**src/rtl/fifo_tx_pkg.sv**
```systemverilog
// ---------------------------------------------------------------------------
// fifo_tx_pkg
// Shared definitions for the FIFO-to-RIFFA TX packer:
//   - tx_state_e      : transaction FSM state encoding
//   - lanes_per_beat  : number of FIFO words packed into one RIFFA beat
//   - dwords_per_word : number of 32-bit dwords carried by one FIFO word
//   - ceil_div        : rounding-up division used to turn a dword length
//                       into a FIFO word count without overflowing
// ---------------------------------------------------------------------------
package fifo_tx_pkg;

    typedef enum logic [1:0] {
        ST_IDLE = 2'd0,
        ST_REQ  = 2'd1,
        ST_XFER = 2'd2,
        ST_DONE = 2'd3
    } tx_state_e;

    function automatic int unsigned lanes_per_beat(input int unsigned beat_w,
                                                   input int unsigned word_w);
        return beat_w / word_w;
    endfunction

    // Words narrower than a dword are not supported; clamp to 1 so the
    // divider below never sees zero.
    function automatic int unsigned dwords_per_word(input int unsigned word_w);
        return (word_w < 32) ? 1 : word_w / 32;
    endfunction

    // Quotient plus one when there is a remainder. Written this way rather
    // than (num + den - 1) / den so a length of all-ones cannot wrap.
    function automatic logic [63:0] ceil_div(input logic [63:0] num,
                                             input logic [63:0] den);
        logic [63:0] q;
        q = num / den;
        if ((num % den) != 64'd0) begin
            q = q + 64'd1;
        end
        return q;
    endfunction

endpackage

```
**src/rtl/tx_lane_packer.sv**
```systemverilog
// ---------------------------------------------------------------------------
// tx_lane_packer
// Collects WIDTH-bit FIFO words into C_PCI_DATA_WIDTH-bit beats and holds
// the finished beat in an output register until the consumer takes it.
//
// Ports
//   clk, reset_n   : clock, asynchronous active-low reset
//   pop_i          : a FIFO pop is being issued this cycle
//   word_i         : FIFO read data (valid the cycle after pop_i)
//   word_last_i    : the word arriving this cycle is the final one
//   beat_ready_i   : consumer takes the output beat this cycle
//   can_pop_o      : there is room for another word in the pack register
//   word_vld_o     : a FIFO word arrives this cycle
//   beat_o         : packed beat, first word in the least significant lane
//   beat_valid_o   : beat_o holds an unconsumed beat
//   beat_last_o    : beat_o is the final beat of the transaction
// ---------------------------------------------------------------------------
module tx_lane_packer
    import fifo_tx_pkg::*;
#(
    parameter int WIDTH            = 32,
    parameter int C_PCI_DATA_WIDTH = 128
) (
    input  logic                        clk,
    input  logic                        reset_n,
    input  logic                        pop_i,
    input  logic [WIDTH-1:0]            word_i,
    input  logic                        word_last_i,
    input  logic                        beat_ready_i,
    output logic                        can_pop_o,
    output logic                        word_vld_o,
    output logic [C_PCI_DATA_WIDTH-1:0] beat_o,
    output logic                        beat_valid_o,
    output logic                        beat_last_o
);

    localparam int RATIO = int'(lanes_per_beat(C_PCI_DATA_WIDTH, WIDTH));
    // Must represent lane_cnt + inflight, i.e. up to RATIO + 1.
    localparam int CNT_W = $clog2(RATIO + 2);

    logic [C_PCI_DATA_WIDTH-1:0] pack_q, pack_d, pack_m;
    logic [CNT_W-1:0]            lane_cnt_q, lane_cnt_d, cnt_m;
    logic                        inflight_q;
    logic                        last_pend_q, last_pend_d, last_m;
    logic [C_PCI_DATA_WIDTH-1:0] beat_q, beat_d;
    logic                        beat_valid_q, beat_valid_d;
    logic                        beat_last_q, beat_last_d;
    logic                        out_free;
    logic                        flush;

    always_comb begin
        // Pack register as it looks once this cycle's word (if any) lands.
        pack_m = pack_q;
        if (inflight_q) begin
            for (int i = 0; i < RATIO; i++) begin
                if (lane_cnt_q == CNT_W'(i)) begin
                    pack_m[i*WIDTH +: WIDTH] = word_i;
                end
            end
        end
        cnt_m  = lane_cnt_q + CNT_W'(inflight_q);
        last_m = last_pend_q | (inflight_q & word_last_i);

        // A finished beat may only move forward when the output register
        // is empty or is being drained this very cycle. A full or final
        // beat that cannot move simply waits in the pack register; the
        // pop gate below keeps further words out until it does.
        out_free = !beat_valid_q || beat_ready_i;
        flush    = ((cnt_m == CNT_W'(RATIO)) || last_m) && (cnt_m != '0) && out_free;

        pack_d       = pack_m;
        lane_cnt_d   = cnt_m;
        last_pend_d  = last_m;
        beat_d       = beat_q;
        beat_valid_d = beat_valid_q && !beat_ready_i;
        beat_last_d  = beat_last_q;

        if (flush) begin
            beat_d       = pack_m;
            beat_valid_d = 1'b1;
            beat_last_d  = last_m;
            // Clearing here is what leaves unused upper lanes of a short
            // final beat at zero.
            pack_d       = '0;
            lane_cnt_d   = '0;
            last_pend_d  = 1'b0;
        end
    end

    always_ff @(posedge clk or negedge reset_n) begin
        if (!reset_n) begin
            pack_q       <= '0;
            lane_cnt_q   <= '0;
            inflight_q   <= 1'b0;
            last_pend_q  <= 1'b0;
            beat_q       <= '0;
            beat_valid_q <= 1'b0;
            beat_last_q  <= 1'b0;
        end else begin
            pack_q       <= pack_d;
            lane_cnt_q   <= lane_cnt_d;
            inflight_q   <= pop_i;
            last_pend_q  <= last_pend_d;
            beat_q       <= beat_d;
            beat_valid_q <= beat_valid_d;
            beat_last_q  <= beat_last_d;
        end
    end

    // Count the word still in the FIFO's output register as occupying a lane
    // so a pack register one short of full does not over-pop.
    assign can_pop_o    = (lane_cnt_q + CNT_W'(inflight_q)) < CNT_W'(RATIO);
    assign word_vld_o   = inflight_q;
    assign beat_o       = beat_q;
    assign beat_valid_o = beat_valid_q;
    assign beat_last_o  = beat_last_q;

endmodule

```
**src/rtl/fifo_tx_packer.sv**
```systemverilog
// ---------------------------------------------------------------------------
// fifo_tx_packer
// Drains the channel FIFO and sends its contents to the host as one RIFFA
// TX channel transaction per start request, packing WIDTH-bit FIFO words
// into C_PCI_DATA_WIDTH-bit beats. WIDTH must divide C_PCI_DATA_WIDTH.
//
// Ports
//   clk, reset_n         : clock, asynchronous active-low reset
//   start, tx_len        : request a transaction of tx_len dwords (IDLE only)
//   busy, done           : transaction in progress / one-cycle completion
//   fifo_pop             : FIFO pop, never asserted while fifo_empty
//   fifo_dout            : FIFO data, registered (valid the cycle after pop)
//   fifo_empty           : FIFO empty flag
//   CHNL_TX, CHNL_TX_ACK : RIFFA transaction request / host acceptance
//   CHNL_TX_LAST         : constant 1
//   CHNL_TX_LEN          : latched transaction length in dwords
//   CHNL_TX_OFF          : constant 0
//   CHNL_TX_DATA*        : beat, valid, and host read-enable
// ---------------------------------------------------------------------------
module fifo_tx_packer
    import fifo_tx_pkg::*;
#(
    parameter int WIDTH            = 32,
    parameter int C_PCI_DATA_WIDTH = 128,
    parameter int LEN_W            = 32
) (
    input  logic                        clk,
    input  logic                        reset_n,
    input  logic                        start,
    input  logic [LEN_W-1:0]            tx_len,
    output logic                        busy,
    output logic                        done,
    output logic                        fifo_pop,
    input  logic [WIDTH-1:0]            fifo_dout,
    input  logic                        fifo_empty,
    output logic                        CHNL_TX,
    input  logic                        CHNL_TX_ACK,
    output logic                        CHNL_TX_LAST,
    output logic [31:0]                 CHNL_TX_LEN,
    output logic [30:0]                 CHNL_TX_OFF,
    output logic [C_PCI_DATA_WIDTH-1:0] CHNL_TX_DATA,
    output logic                        CHNL_TX_DATA_VALID,
    input  logic                        CHNL_TX_DATA_REN
);

    localparam int WPW = int'(dwords_per_word(WIDTH));

    tx_state_e        state_q, state_d;
    logic [LEN_W-1:0] len_q, len_d;
    logic [LEN_W-1:0] pops_left_q, pops_left_d;
    logic [LEN_W-1:0] words_left_q, words_left_d;
    logic [LEN_W-1:0] words_total;

    logic             can_pop;
    logic             word_vld;
    logic             word_last;
    logic             beat_valid;
    logic             beat_last;
    logic             beat_accept;

    assign words_total = LEN_W'(ceil_div(64'(tx_len), 64'(WPW)));

    // Pops only happen after the host has accepted the transaction.
    assign fifo_pop = (state_q == ST_XFER) && !fifo_empty &&
                      (pops_left_q != '0) && can_pop;

    // words_left counts words not yet returned by the FIFO, so the word
    // arriving while it reads 1 is the final one.
    assign word_last   = (words_left_q == LEN_W'(1));
    assign beat_accept = beat_valid && CHNL_TX_DATA_REN;

    tx_lane_packer #(
        .WIDTH            (WIDTH),
        .C_PCI_DATA_WIDTH (C_PCI_DATA_WIDTH)
    ) u_packer (
        .clk          (clk),
        .reset_n      (reset_n),
        .pop_i        (fifo_pop),
        .word_i       (fifo_dout),
        .word_last_i  (word_last),
        .beat_ready_i (CHNL_TX_DATA_REN),
        .can_pop_o    (can_pop),
        .word_vld_o   (word_vld),
        .beat_o       (CHNL_TX_DATA),
        .beat_valid_o (beat_valid),
        .beat_last_o  (beat_last)
    );

    always_comb begin
        state_d      = state_q;
        len_d        = len_q;
        pops_left_d  = pops_left_q;
        words_left_d = words_left_q;

        case (state_q)
            ST_IDLE: begin
                // A zero-length request has nothing to send and is dropped.
                if (start && (tx_len != '0)) begin
                    len_d        = tx_len;
                    pops_left_d  = words_total;
                    words_left_d = words_total;
                    state_d      = ST_REQ;
                end
            end
            ST_REQ: begin
                if (CHNL_TX_ACK) begin
                    state_d = ST_XFER;
                end
            end
            ST_XFER: begin
                if (fifo_pop) begin
                    pops_left_d = pops_left_q - LEN_W'(1);
                end
                if (word_vld) begin
                    words_left_d = words_left_q - LEN_W'(1);
                end
                if (beat_accept && beat_last) begin
                    state_d = ST_DONE;
                end
            end
            ST_DONE: begin
                state_d = ST_IDLE;
            end
            default: begin
                state_d = ST_IDLE;
            end
        endcase
    end

    always_ff @(posedge clk or negedge reset_n) begin
        if (!reset_n) begin
            state_q      <= ST_IDLE;
            len_q        <= '0;
            pops_left_q  <= '0;
            words_left_q <= '0;
        end else begin
            state_q      <= state_d;
            len_q        <= len_d;
            pops_left_q  <= pops_left_d;
            words_left_q <= words_left_d;
        end
    end

    assign busy               = (state_q != ST_IDLE);
    assign done               = (state_q == ST_DONE);
    assign CHNL_TX            = (state_q == ST_REQ) || (state_q == ST_XFER);
    assign CHNL_TX_LAST       = 1'b1;
    assign CHNL_TX_OFF        = '0;
    assign CHNL_TX_LEN        = 32'(len_q);
    assign CHNL_TX_DATA_VALID = beat_valid;

endmodule

```
**config.mk**
```make
export PLATFORM = sky130hd
export DESIGN_NAME = fifo_tx_packer
export DESIGN_NICKNAME = d
export VERILOG_FILES = /design/src/rtl/fifo_tx_pkg.sv /design/src/rtl/tx_lane_packer.sv /design/src/rtl/fifo_tx_packer.sv
export SDC_FILE = /design/constraint.sdc
export NUM_CORES = 1
export LEC_CHECK = 0
export ABC_CLOCK_PERIOD_IN_PS = 3600
export CAP_MARGIN = 40
export CORE_ASPECT_RATIO = 0.8
export CORE_MARGIN = 10
export CORE_UTILIZATION = 40
export CTS_CLUSTER_SIZE = 16
export DETAILED_ROUTE_END_ITERATION = 8
export HOLD_SLACK_MARGIN = 0.03
export PLACE_DENSITY = 0.64
export SLEW_MARGIN = 20
export SYNTH_ARGS = -nofsm -noshare
export SYNTH_HDL_FRONTEND = slang
export SYNTH_SLANG_ARGS = --single-unit
```
**constraint.sdc**
```tcl
create_clock -name clk -period 3.6 [get_ports clk]
set_input_delay 0.9 -clock clk [delete_from_list [all_inputs] [get_ports clk]]
set_output_delay 0.9 -clock clk [all_outputs]
set_load 0.02 [all_outputs]
```
# Word-level counts from Yosys, hierarchy flattened
# Cells that the tools add are included.
[totals]
out_inout_bits = 197
mem_bits_ro = 0
in_bits = 70
mem_count = 0
ram_bits = 0
register_bits = 361
latch_bits = 0
[op_classes]
shifts = 0
n_mul = 0
addsub = 3
eq_ne = 13
n_reduce_logical = 26
bitwise = 2
div_mod_pow = 0
magnitude_cmp = 1
mux = 18
[op_table]
columns = ["operator", "n"]
rows = [
  ["128-bit 2-to-1 mux", 2],
  ["32-bit 2-to-1 mux", 7],
  ["32-bit case mux with 2 select lines", 2],
  ["32-bit nonzero test", 2],
  ["32-bit by 1-bit subtractor with 32-bit output (second input constant)", 2],
  ["32-bit by 1-bit equality test with 1-bit output (second input constant)", 1],
  ["1-bit logical AND", 9],
  ["3-bit AND reduction", 3],
  ["2-bit case mux with 4 select lines", 1],
  ["3-bit by 2-bit equality test with 1-bit output (second input constant)", 2],
  ["2-bit 2-to-1 mux", 3],
  ["2-bit != test (second input constant)", 3],
  ["2-bit equality test (second input constant)", 2],
  ["2-bit by 1-bit != test with 1-bit output (second input constant)", 2],
  ["2-bit nonzero test", 2],
  ["3-bit by 1-bit adder with 3-bit output", 1],
  ["3-bit by 1-bit equality test with 1-bit output (second input constant)", 1],
  ["3-bit equality test (second input constant)", 1],
  ["1-bit zero test", 3],
  ["3-bit zero test", 1],
  ["1-bit logical OR", 3],
  ["3-bit < comparator (second input constant)", 1],
  ["3-bit 2-to-1 mux", 1],
  ["3-bit nonzero test", 1],
  ["other kinds (6)", 7],
]

# Logic depth before layout (Yosys ltp)
[logic_depth]
ltp_word = 7
mapped_depth = 11
depth_no_buf = 8

# Cells and area by module
# From an unflattened synthesis, not the netlist that was laid out.
[unflattened]
hier_cells = 1489
hier_area_um2 = 16620.9
[by_module_without_submodules]
columns = ["module", "n_inst", "seq_area_each_um2", "cells_per_inst", "area_per_inst_um2"]
rows = [
  ["tx_lane_packer", 1, 6581.3, 843, 10726.5],
  ["fifo_tx_packer", 1, 2452.4, 646, 5894.4],
]

# Worst setup path before layout
# No wires, ideal clock.
[synth_path]
path_type = "register to output"
start = "reg state_q[0]"
end = "out fifo_pop"
n_path_buf = 3
path_stages_with_launch = 8
required_ns = 2.700
arrival_ns = 1.866
slack_ns = 0.834
path_cell_list = "dfrtp_1 > inv_1 > ha_1 > clkbuf_1 > clkinv_1 > clkbuf_1 > clkbuf_1 > nor2_1"
[synth_via]
elab_chain_cells = 4
[synth_rtl]
columns = ["element", "line_no", "source"]
rows = [
  ["from (decl)", "fifo_tx_packer.sv:48", "tx_state_e state_q, state_d;"],
  ["from (signal assigned)", "fifo_tx_packer.sv:137", "state_q <= state_d;"],
  ["2-bit equality test", "fifo_tx_packer.sv:64", "assign fifo_pop = (state_q == ST_XFER) && !fifo_empty &&"],
  ["1-bit logical AND (2 in series)", "fifo_tx_packer.sv:64", ""],
  ["1-bit logical AND", "fifo_tx_packer.sv:65", "(pops_left_q != '0) && can_pop;"],
  ["to (decl)", "fifo_tx_packer.sv:33", "output logic fifo_pop,"],
]
# Every way passes these cells.

# Final worst setup path
[layout_path]
start = "reg u_packer.lane_cnt_q[0]"
end = "out fifo_pop"
[layout_via]
elab_chain_cells = 3
[layout_rtl]
columns = ["element", "line_no", "source"]
rows = [
  ["from (decl)", "tx_lane_packer.sv:42", "logic [CNT_W-1:0] lane_cnt_q, lane_cnt_d, cnt_m;"],
  ["from (signal assigned)", "tx_lane_packer.sv:101", "lane_cnt_q <= lane_cnt_d;"],
  ["3-bit by 1-bit adder with 3-bit output", "tx_lane_packer.sv:112", "assign can_pop_o = (lane_cnt_q + CNT_W'(inflight_q)) < CNT_W'(RATIO);"],
  ["3-bit < comparator", "tx_lane_packer.sv:112", ""],
  ["1-bit logical AND", "fifo_tx_packer.sv:65", ""],
]
# Every way passes these cells.

==> impl_metrics.sql <==
INSERT INTO impl_metrics (metric_group, metric, value, unit) VALUES
('synth', 'yosys.cell_types.count', '63', ''),
('timing', 'timing.final.crit_period', '3.43', 'ns'),
('final_layout', 'final_common_cell', 'sky130_fd_sc_hd__dfrtp_1', ''),
('floorplan', 'ioPinCount', '267', ''),
('power_and_ir_drop', 'vdd_drop_max', '730', 'uV'),
('synth', 'synth.ff_latch_count', '361', ''),
('routing', 'drt_iter0_markers', '1007', ''),
('synth', 'post_synth_inst_count', '1604', ''),
('critical_path', 'crit_required', '2.70', 'ns'),
('place', 'routabilityCongestion', '0.932', ''),
('synth', 'number_of_synthesized_flops_with_an_enable_pin', '0', ''),
('synth', 'sequential_to_total_area_share_from_yosys_stat', '55.8', '%'),
('clocking', 'post_cts.repair.setup_buffers', '0', ''),
('floorplan', 'dieWidth', '245', 'microns'),
('final_layout', 'combined_area_of_the_multi_input_logic_cells', '6540', 'sq um'),
('floorplan', 'floorplan.core_area', '39700', 'sq um'),
('final_layout', 'area_growth', '27.0', '%'),
('timing', 'whs', '0.281', 'ns'),
('global_route', 'grt_overflow_total', '0', ''),
('final_layout', 'final_cells', '2413', ''),
('job', 'maxCapViolCount', '0', ''),
('timing', 'worst_max_slew_pin_slew', '0.975', 'ns'),
('clocking', 'cts.clk_slew.worst_paths', '0.06', 'ns'),
('place', 'port-buffer-count', '234', ''),
('final_layout', 'mostFrequentLayoutCells', 'sky130_fd_sc_hd__dfrtp_1 (361), sky130_fd_sc_hd__nor2_1 (316), sky130_fd_sc_hd__clkdlybuf4s50_1 (232)', ''),
('critical_path', 'worst-setup-path-type', 'reg2out', ''),
('routing', 'route.vias.total', '12638', ''),
('timing', 'totalNegativeSetupSlack', '0', 'ns'),
('timing', 'timing.final.crit_share', '95.3', '%'),
('outcome', 'run_status', 'complete, no violations', ''),
('timing', 'setup_viol', '0', ''),
('routing', 'avgRoutedWirePerCell', '19.7', 'microns'),
('power_and_ir_drop', 'pwr_density_cell', '1030', 'nW/um^2'),
('timing', 'fmax', '0.291', 'GHz'),
('floorplan', 'die_area', '49000', 'sq um'),
('clocking', 'numCtsBuffers', '38', ''),
('power_and_ir_drop', 'share_clk_of_total_power', '18.4', '%'),
('critical_path', 'critPathMaxFanout', '5', ''),
('place', 'place.detailed.hpwl', '33600', 'microns'),
('final_layout', 'finalNetCount', '1929', ''),
('routing', 'postRouteAntennaNets', '0', ''),
('floorplan', 'die_height', '200', 'microns'),
('final_layout', 'regArea', '9030', 'sq um'),
('timing', 'max_slew_margin', '35.0', '%'),
('synth', 'synth.yosys.warnings', '0', ''),
('min_path', 'timing.hold.worst.class', 'in2async', ''),
('routing', 'drt_wirelength', '47500', 'microns'),
('clocking', 'tritoncts', 'yes', ''),
('timing', 'setup_repair_after_global_routing_missed_its_margin', 'false', ''),
('clocking', 'clock_sink_count', '361', ''),
('clocking', 'htree_levels', '2', ''),
('synth', 'synth_top_flop_cell', 'sky130_fd_sc_hd__dfrtp_1', ''),
('routing', 'firstDrtPassIters', '8', ''),
('synth', 'postSynthAreaPerCell', '10.1', 'sq um'),
('place', 'place_inst', '2345', ''),
('critical_path', 'critPathCaptureType', 'output pin', ''),
('power_and_ir_drop', 'switching_share', '41.9', '%'),
('floorplan', 'initial_utilization', '40.8', '%'),
('clocking', 'clock_insertion_delay_worst_skew', '0.53', 'ns'),
('clocking', 'clockRootBuffer', 'sky130_fd_sc_hd__clkbuf_16', ''),
('routing', 'route.detailed.drc', '0', ''),
('synth', 'async_flop_share', '100', '%'),
('power_and_ir_drop', 'internal_power', '12300', 'uW'),
('global_route', 'grt_pass1_wl', '74200', 'microns'),
('floorplan', 'fp-row-count', '65', ''),
('timing', 'finalMaxSlewViolations', '0', ''),
('timing', 'clock_skew', '0.0170', 'ns'),
('routing', 'vias_per_cell', '5.24', ''),
('clocking', 'clk_path_buf_depth', '3', ''),
('power_and_ir_drop', 'power_frac_comb', '48.3', '%'),
('global_route', 'grt_start_max_net_pins', '89', ''),
('power_and_ir_drop', 'netSwitchingPower', '8860', 'uW'),
('global_route', 'grt_usage', '19.1', '%'),
('critical_path', 'arrival', '2.53', 'ns'),
('global_route', 'grt_pass1_vias', '12793', ''),
('power_and_ir_drop', 'power_leakage', '0.00904', 'uW'),
('final_layout', 'layout_cells_sized_above_1', '11.6', '%'),
('final_layout', 'nFillCells', '3636', ''),
('power_and_ir_drop', 'seq_power_share', '33.4', '%'),
('synth', 'synth_area', '16200', 'sq um'),
('timing', 'timing.final.hold_violations', '0', ''),
('critical_path', 'start_kind', 'flip-flop', ''),
('global_route', 'antenna_found_initial', '3', '');
-- final cells by class --
type | count | share of cell area [%]
sequential | 361 | 43.9
multi-input combinational | 1128 | 31.8
timing repair buffer | 304 | 14.7
clock buffer | 54 | 5.31
tap | 536 | 3.26
clock inverter | 13 | 0.718
inverter | 16 | 0.292
antenna | 1 | 0.0122
-- power groups by stage --
stage          logic (uW)  registers [uW]  clock network (uW)
2_1_floorplan        5750            7860                   0
3_3_place_gp        10100            7060                   0
3_5_place_dp        10300            7120                   0
4_1_cts             10300            7070                4000
5_1_grt             11300            7270                4160
6_report            10200            7070                3890
-- per-layer routing --
layer	wire length [microns]	vias to the layer above	share of wire (%)	GRT usage, %
met5	21	-	0.044	0
li1	-	5992	-	-
met3	3660	65	7.7	5.10
met4	908	4	1.9	4.89
met2	21900	334	46	29.7
met1	21000	6243	44	26.1
-- what timing repair did --
| item | 4_1_cts | 5_1_grt |
|---|---|---|
| pin swaps | 0 | 0 |
| endpoints found under the hold margin | 0 | 0 |
| hold buffers | 0 | 0 |
| setup endpoints to repair | 1 | 1 |
| gates resized for setup | 1 | 1 |
-- state kept, by name (all words and copies together) (netlist names) --
signal                 count
u_packer.beat_last_o       1
u_packer.word_vld_o        1
state_q                    2
u_packer.last_pend_q       1
u_packer.lane_cnt_q        3
u_packer.pack_q          128
pops_left_q               32
words_left_q              32
u_packer.beat_valid_o      1
CHNL_TX_LEN               32
u_packer.beat_o          128
-- cell usage after synthesis, drive strengths merged, types with 5 or more instances --
library cell,n,area (sq um)
o311a,5,50.1
ha,10,125
nor4,25,156
clkbuf,49,184
a31oi,8,50.1
mux2,8,90.1
buf,80,557
nor3,33,165
a21oi,185,1160
or4,6,48.8
nand4,17,106
or2,8,50.1
o22ai,26,163
o21ai,43,215
nand2b,10,62.6
o22a,9,78.8
a2bb2oi,6,52.6
nor2,318,1190
nand3,14,70.1
and4,6,52.6
or3,7,43.8
mux2i,131,1310
nand2,156,586
dfrtp,361,9030
inv,15,56.3
-- final timing paths --
path                                         from                   to  slack (ns)  depth (start not counted)
max                        u_packer.lane_cnt_q[0]             fifo_pop        0.17                          7
min                                       reset_n  u_packer.beat_o[52]        0.28                          1
max reg2reg                      words_left_q[15]  u_packer.beat_o[20]        0.46                          7
min reg2reg                       CHNL_TX_LEN[14]      CHNL_TX_LEN[14]        0.47                          2
max in group asynchronous                 reset_n  u_packer.pack_q[94]        2.23                          2
min in group clk                  CHNL_TX_LEN[14]      CHNL_TX_LEN[14]        0.47                          2
-- stage by stage --
| step | instance area [sq um] | worst slack, ns | total power [uW] | utilization (%) |
|---|---|---|---|---|
| finish | 20600 | 0.168 | 21200 | 51.8 |
| floorplan | 16300 | 0.834 | 13600 | - |
| global placement | 19300 | 0.114 | 17100 | 48.7 |
| CTS | 20600 | 0.0660 | 21400 | 51.8 |
| global route | 20600 | 0.0313 | 22700 | 51.8 |
| detailed placement | 19300 | 0.0435 | 17400 | 48.7 |
-- critical path: stages (launching register included) --
cell and delay, ns:
sky130_fd_sc_hd__dfrtp_1 0.47, sky130_fd_sc_hd__ha_1 0.24, sky130_fd_sc_hd__ha_1 0.21, sky130_fd_sc_hd__xor2_1 0.17, sky130_fd_sc_hd__nor2_1 0.15, sky130_fd_sc_hd__nand2_1 0.09
sky130_fd_sc_hd__nor2_1 0.26, sky130_fd_sc_hd__dlygate4sd2_1 0.41
-- kinds of logic (layout without fill, tap and decap cells) --
| family | Yosys count | count (layout) | synth area share (%) |
|---|---|---|---|
| buffers and inverters | 145 | 387 | 4.94 |
| AOI/OAI and AO/OA | 322 | 322 | 13.0 |
| xor gates and xnor gates | 2 | 2 | 0.108 |
| other | 2 | 33 | 0.0464 |
| and+or+nand+nor | 623 | 623 | 16.7 |
| muxes | 139 | 139 | 8.65 |
| adders and majority gates | 10 | 10 | 0.772 |
| DFF | 361 | 361 | 55.8 |
Power figures use the tool's default switching activity.
